### config.mk
export PLATFORM = sky130hd
export DESIGN_NAME = sram_march_bist
export DESIGN_NICKNAME = d
export VERILOG_FILES = /design/src/rtl/sram_march_bist.sv
export SDC_FILE = /design/constraint.sdc
export NUM_CORES = 1
export LEC_CHECK = 0
export CORE_UTILIZATION = 40
export CTS_BUF_LIST = sky130_fd_sc_hd__clkbuf_4 sky130_fd_sc_hd__clkbuf_8 sky130_fd_sc_hd__clkbuf_16
export CTS_CLUSTER_SIZE = 30
export DETAILED_ROUTE_END_ITERATION = 10
export GPL_TIMING_DRIVEN = 1
export PLACE_DENSITY = 0.62
export SYNTH_ARGS = -nofsm -noshare
export SYNTH_HDL_FRONTEND = slang
export SYNTH_SLANG_ARGS = --single-unit
### constraint.sdc
create_clock -name clk -period 4.3 [get_ports clk]
set_input_delay 0.43 -clock clk [delete_from_list [all_inputs] [get_ports clk]]
set_output_delay 0.43 -clock clk [all_outputs]
set_load 0.03 [all_outputs]
### src/rtl/sram_march_bist.sv
// March C- BIST engine for a byte-masked single-port SRAM: issues one op per cycle
// and checks read data one cycle later. It records pass/fail, the first failure and a mismatch count.
module sram_march_bist #(
    parameter int ADDR_WIDTH  = 10,
    parameter int DATA_WIDTH  = 32,
    parameter int WMASK_WIDTH = 4,
    parameter int CNT_WIDTH   = 16
) (
    input  logic                   clk,
    input  logic                   rst_n,
    input  logic                   start,
    input  logic [DATA_WIDTH-1:0]  data_bg,
    output logic                   sram_we,
    output logic [WMASK_WIDTH-1:0] sram_wmask,
    output logic [ADDR_WIDTH-1:0]  sram_addr,
    output logic [DATA_WIDTH-1:0]  sram_din,
    input  logic [DATA_WIDTH-1:0]  sram_dout,
    output logic                   busy,
    output logic                   done,
    output logic                   fail,
    output logic [ADDR_WIDTH-1:0]  fail_addr,
    output logic [2:0]             fail_element,
    output logic [CNT_WIDTH-1:0]   fail_count
);

    typedef enum logic [1:0] {IDLE, RUN, DRAIN, DONE} state_t;

    state_t                  state;
    state_t                  state_next;
    logic [2:0]              elem;
    logic                    phase;
    logic [ADDR_WIDTH-1:0]   addr_q;
    logic [DATA_WIDTH-1:0]   bg_q;
    logic                    accept;
    logic                    is_down;
    logic                    op_last_in_addr;
    logic                    addr_at_end;
    logic                    last_op;
    logic                    is_read;
    logic                    is_write;
    logic [DATA_WIDTH-1:0]   wdata;
    logic [DATA_WIDTH-1:0]   rdata;
    logic                    rd_valid;
    logic [DATA_WIDTH-1:0]   exp_q;
    logic [ADDR_WIDTH-1:0]   rd_addr_q;
    logic [2:0]              rd_elem_q;
    logic                    mismatch;

    assign accept          = start && ((state == IDLE) || (state == DONE));
    assign is_down         = (elem == 3'd3) || (elem == 3'd4);
    assign op_last_in_addr = (elem == 3'd0) || (elem == 3'd5) || phase;
    assign addr_at_end     = is_down ? (addr_q == '0) : (addr_q == '1);
    assign last_op         = (elem == 3'd5) && addr_at_end;

    // Elements 0, 2 and 4 write the background; 1 and 3 write its inverse.
    assign wdata = ((elem == 3'd0) || (elem == 3'd2) || (elem == 3'd4)) ? bg_q : ~bg_q;
    assign rdata = ((elem == 3'd2) || (elem == 3'd4)) ? ~bg_q : bg_q;

    always_ff @(posedge clk or negedge rst_n) begin
        if (!rst_n) begin
            state <= IDLE;
        end else begin
            state <= state_next;
        end
    end

    always_comb begin
        state_next = state;
        case (state)
            IDLE:    if (start) state_next = RUN;
            RUN:     if (last_op) state_next = DRAIN;
            DRAIN:   state_next = DONE;
            DONE:    if (start) state_next = RUN;
            default: state_next = IDLE;
        endcase
    end

    always_comb begin
        is_write   = 1'b0;
        is_read    = 1'b0;
        sram_we    = 1'b0;
        sram_wmask = '0;
        sram_addr  = '0;
        sram_din   = '0;
        busy       = (state == RUN) || (state == DRAIN);
        done       = (state == DONE);
        if (state == RUN) begin
            is_write  = (elem == 3'd0) || (phase && (elem != 3'd5));
            is_read   = !is_write;
            sram_addr = addr_q;
            if (is_write) begin
                sram_we    = 1'b1;
                sram_wmask = '1;
                sram_din   = wdata;
            end
        end
    end

    // Address/element sequencer: every op of an address finishes before the address steps.
    always_ff @(posedge clk or negedge rst_n) begin
        if (!rst_n) begin
            elem   <= 3'd0;
            phase  <= 1'b0;
            addr_q <= '0;
            bg_q   <= '0;
        end else if (accept) begin
            bg_q   <= data_bg;
            elem   <= 3'd0;
            phase  <= 1'b0;
            addr_q <= '0;
        end else if (state == RUN) begin
            if (!op_last_in_addr) begin
                phase <= 1'b1;
            end else begin
                phase <= 1'b0;
                if (addr_at_end) begin
                    if (elem != 3'd5) begin
                        elem   <= elem + 3'd1;
                        addr_q <= ((elem == 3'd2) || (elem == 3'd3)) ? '1 : '0;
                    end
                end else begin
                    addr_q <= is_down ? addr_q - 1'b1 : addr_q + 1'b1;
                end
            end
        end
    end

    assign mismatch = rd_valid && (sram_dout != exp_q);

    // A read's expectation is carried one cycle so it can be compared against sram_dout.
    always_ff @(posedge clk or negedge rst_n) begin
        if (!rst_n) begin
            rd_valid     <= 1'b0;
            exp_q        <= '0;
            rd_addr_q    <= '0;
            rd_elem_q    <= 3'd0;
            fail         <= 1'b0;
            fail_addr    <= '0;
            fail_element <= 3'd0;
            fail_count   <= '0;
        end else begin
            rd_valid <= is_read;
            if (is_read) begin
                exp_q     <= rdata;
                rd_addr_q <= addr_q;
                rd_elem_q <= elem;
            end
            if (accept) begin
                fail         <= 1'b0;
                fail_addr    <= '0;
                fail_element <= 3'd0;
                fail_count   <= '0;
            end else if (mismatch) begin
                if (fail_count != '1) begin
                    fail_count <= fail_count + 1'b1;
                end
                if (!fail) begin
                    fail         <= 1'b1;
                    fail_addr    <= rd_addr_q;
                    fail_element <= rd_elem_q;
                end
            end
        end
    end

endmodule

==> run metrics <==
status=completed; first-pass detailed-route iteration total=5; worst-case vdd ir drop=0.701 mV; fin. max-slew vios=0; CP endpoint kind=output port; worst reg2reg path depth=10; total CTS buffers=17; DRC viols=0; vias in the first global route=5,488; Routed WL=17,100 µm; Hold Violations, Final=0; gr usage total=20.6%; die span in x=132 µm; commonest cells after routing, fill and taps aside=nand2_1 (154), clkdlybuf4s50_1 (144), dfrtp_1 (124); WL/cell=15.7 µm; Core ar.=16,500 µm²; final period utilization=83.5%; CP max FO=18; DRT iter0 DRCs=294; DR vias=5,460; Placer Congestion=0.866; Synth Warn #=0; Worst setup SP type=register; post-CTS sizing=0; clk root buf=clkbuf_16; Post-Syn Instances=728; Tmin final=3.59 ns; endpoint required time on the critical path=3.87 ns; Clock Tree Buf Depth=2; CTS Hold Bufs=0; post-route cell area=9000 µm²; met2 usage=33.2%; Final ANT Viol Nets=0; Nets=946; largest net degree at the start of global routing=74; Antenna Cells=0; RSZ-0062 raised after global routing=false; LEAKAGE=4.11 nW; antenna violations before repair=0; layout cells sized above 1=7.44%; Core Rows=47; H-tree level count=4; Sink Count=124; first-pass GRT wire length=28,100 µm; Avg Inst Size Synth=9.24 µm²; Post-CTS Setup Inserts=0; Yosys reg bits=124; Mapped Area=6730 µm²; Async S/R FF share, synth=100%; CP Data Arrival Time=3.16 ns; grt ovf=0; fin util=54.5%; Most Crowded Layer GR=met2; I/O Buffers=145; TritonCTS clock tree=built; max cap viols=0; Worst Tran Pin Value=0.959 ns; clock slew at reported path FFs=0.06 ns; met1 usage=27.3%; Cell Area, Placed=8360 µm²; Max Clk Rate=279 MHz; relative slew slack=36.1%; Syn-to-layout area delta=33.8%; P per Cell Area=580 nW/µm²; Worst Hold Class=in2async; most common cell after layout, fill and taps aside=nand2_1; Post-Syn Nets=813; Worst Skew=0.00852 ns; CP Class=reg2out; post-synthesis cell type count=47; Die Span Y=132 µm; Fin Setup TNS=0 ns; Die Area=17,300 µm²; Final setup viols=0; initial core utilization=40.7%; HPWL Detailed=11,900 µm; Seq/Total Area, Yosys=46.1%; met3 Resource Use GR=4.17%; Clock Latency Late Sink=0.41 ns; routed vias/inst=4.99; Power Total=5.22 mW; Ports=146; number of synthesized flops with an enable pin=0; Most used DFF post-synth=dfrtp_1
==> report_power, final <==
part,internal (mW),leakage [nW],switching [mW]
Clock,1.02,0.321,0.500
Sequential,1.51,1.64,0.329
Combinational,0.778,2.15,1.08
Total,3.31,4.11,1.91
==> registers in the layout, summed over array words and instances (netlist names), 2 cells and up <==
name	flops
addr_q	10
bg_q	32
elem	3
exp_q	32
fail_addr	10
fail_count	16
fail_element	3
rd_addr_q	10
rd_elem_q	3
state	2
==> layout make-up <==
type | instances | area, µm²
Sequential cell | 124 | 3100
Clock buffer | 26 | 531
Clock inverter | 6 | 105
Inverter | 11 | 41.3
Fill cell | 1466 | 7530
Tap cell | 220 | 275
Multi-Input combinational cell | 552 | 3420
Timing Repair Buffer | 155 | 1520
==> path summary, 6_finish.rpt <==
check,slack [ns],start,to
max,0.71,elem[0],sram_din[14]
min,0.15,rst_n,fail_addr[5]
max reg2reg,1.23,elem[0],addr_q[9]
min reg2reg,0.48,rd_elem_q[1],rd_elem_q[1]
max in group asynchronous,3.18,rst_n,exp_q[18]
min in group clk,0.48,rd_elem_q[1],rd_elem_q[1]
==> layer usage <==
layer	wire length, µm	share of wire (%)	vias to the layer above
met1	7770	45	2592
met2	8170	48	136
met3	889	5.2	21
li1	-	-	2711
met4	301	1.8	0
met5	0	0	-
==> through the flow <==
step | hold WS [ns] | std cells | setup WS [ns]
2_1_floorplan | 0.134 | 728 | 1.61
3_3_place_gp | 0.474 | 1062 | 1.26
3_5_place_dp | 0.471 | 1062 | 1.13
4_1_cts | 0.206 | 1094 | 0.683
5_1_grt | 0.243 | 1094 | 0.519
6_report | 0.147 | 1094 | 0.710
==> cells by family (layout without fill, tap and decap cells) <==
| logic type | Yosys count | after routing | share of synthesized area (%) |
|---|---|---|---|
| xor+xnor | 105 | 105 | 13.7 |
| fa+ha+maj | 18 | 18 | 3.46 |
| flops | 124 | 124 | 46.1 |
| simple gates | 290 | 290 | 19.4 |
| compound gates | 114 | 114 | 10.1 |
| buf+inv | 52 | 198 | 3.35 |
| mux | 25 | 25 | 3.91 |
==> worst max-delay path, cell delays in order (launching register included) <==
cell and delay, ns:
dfrtp_1 0.38, inv_1 0.11, ha_1 0.23, nor2b_1 0.19
nor2_4 0.58, buf_4 0.39, xnor2_1 0.11, nor2_1 0.09
clkdlybuf4s50_1 0.67
==> cells in the mapped netlist, types with 8 or more instances <==
master	n	area, µm²
dfrtp_1	124	3100
xnor2_1	37	324
or3_1	8	50.1
nor2_1	63	236
nand2_1	154	578
o211ai_1	9	67.6
nand3_1	11	55.1
a21oi_1	22	110
xor2_1	68	596
and2_1	11	68.8
clkbuf_1	27	101
mux2_2	10	113
mux2i_1	15	150
nor4_1	13	81.3
o21ai_0	54	270
ha_1	17	213
inv_1	11	41.3
(Power assumes the default switching activity.)
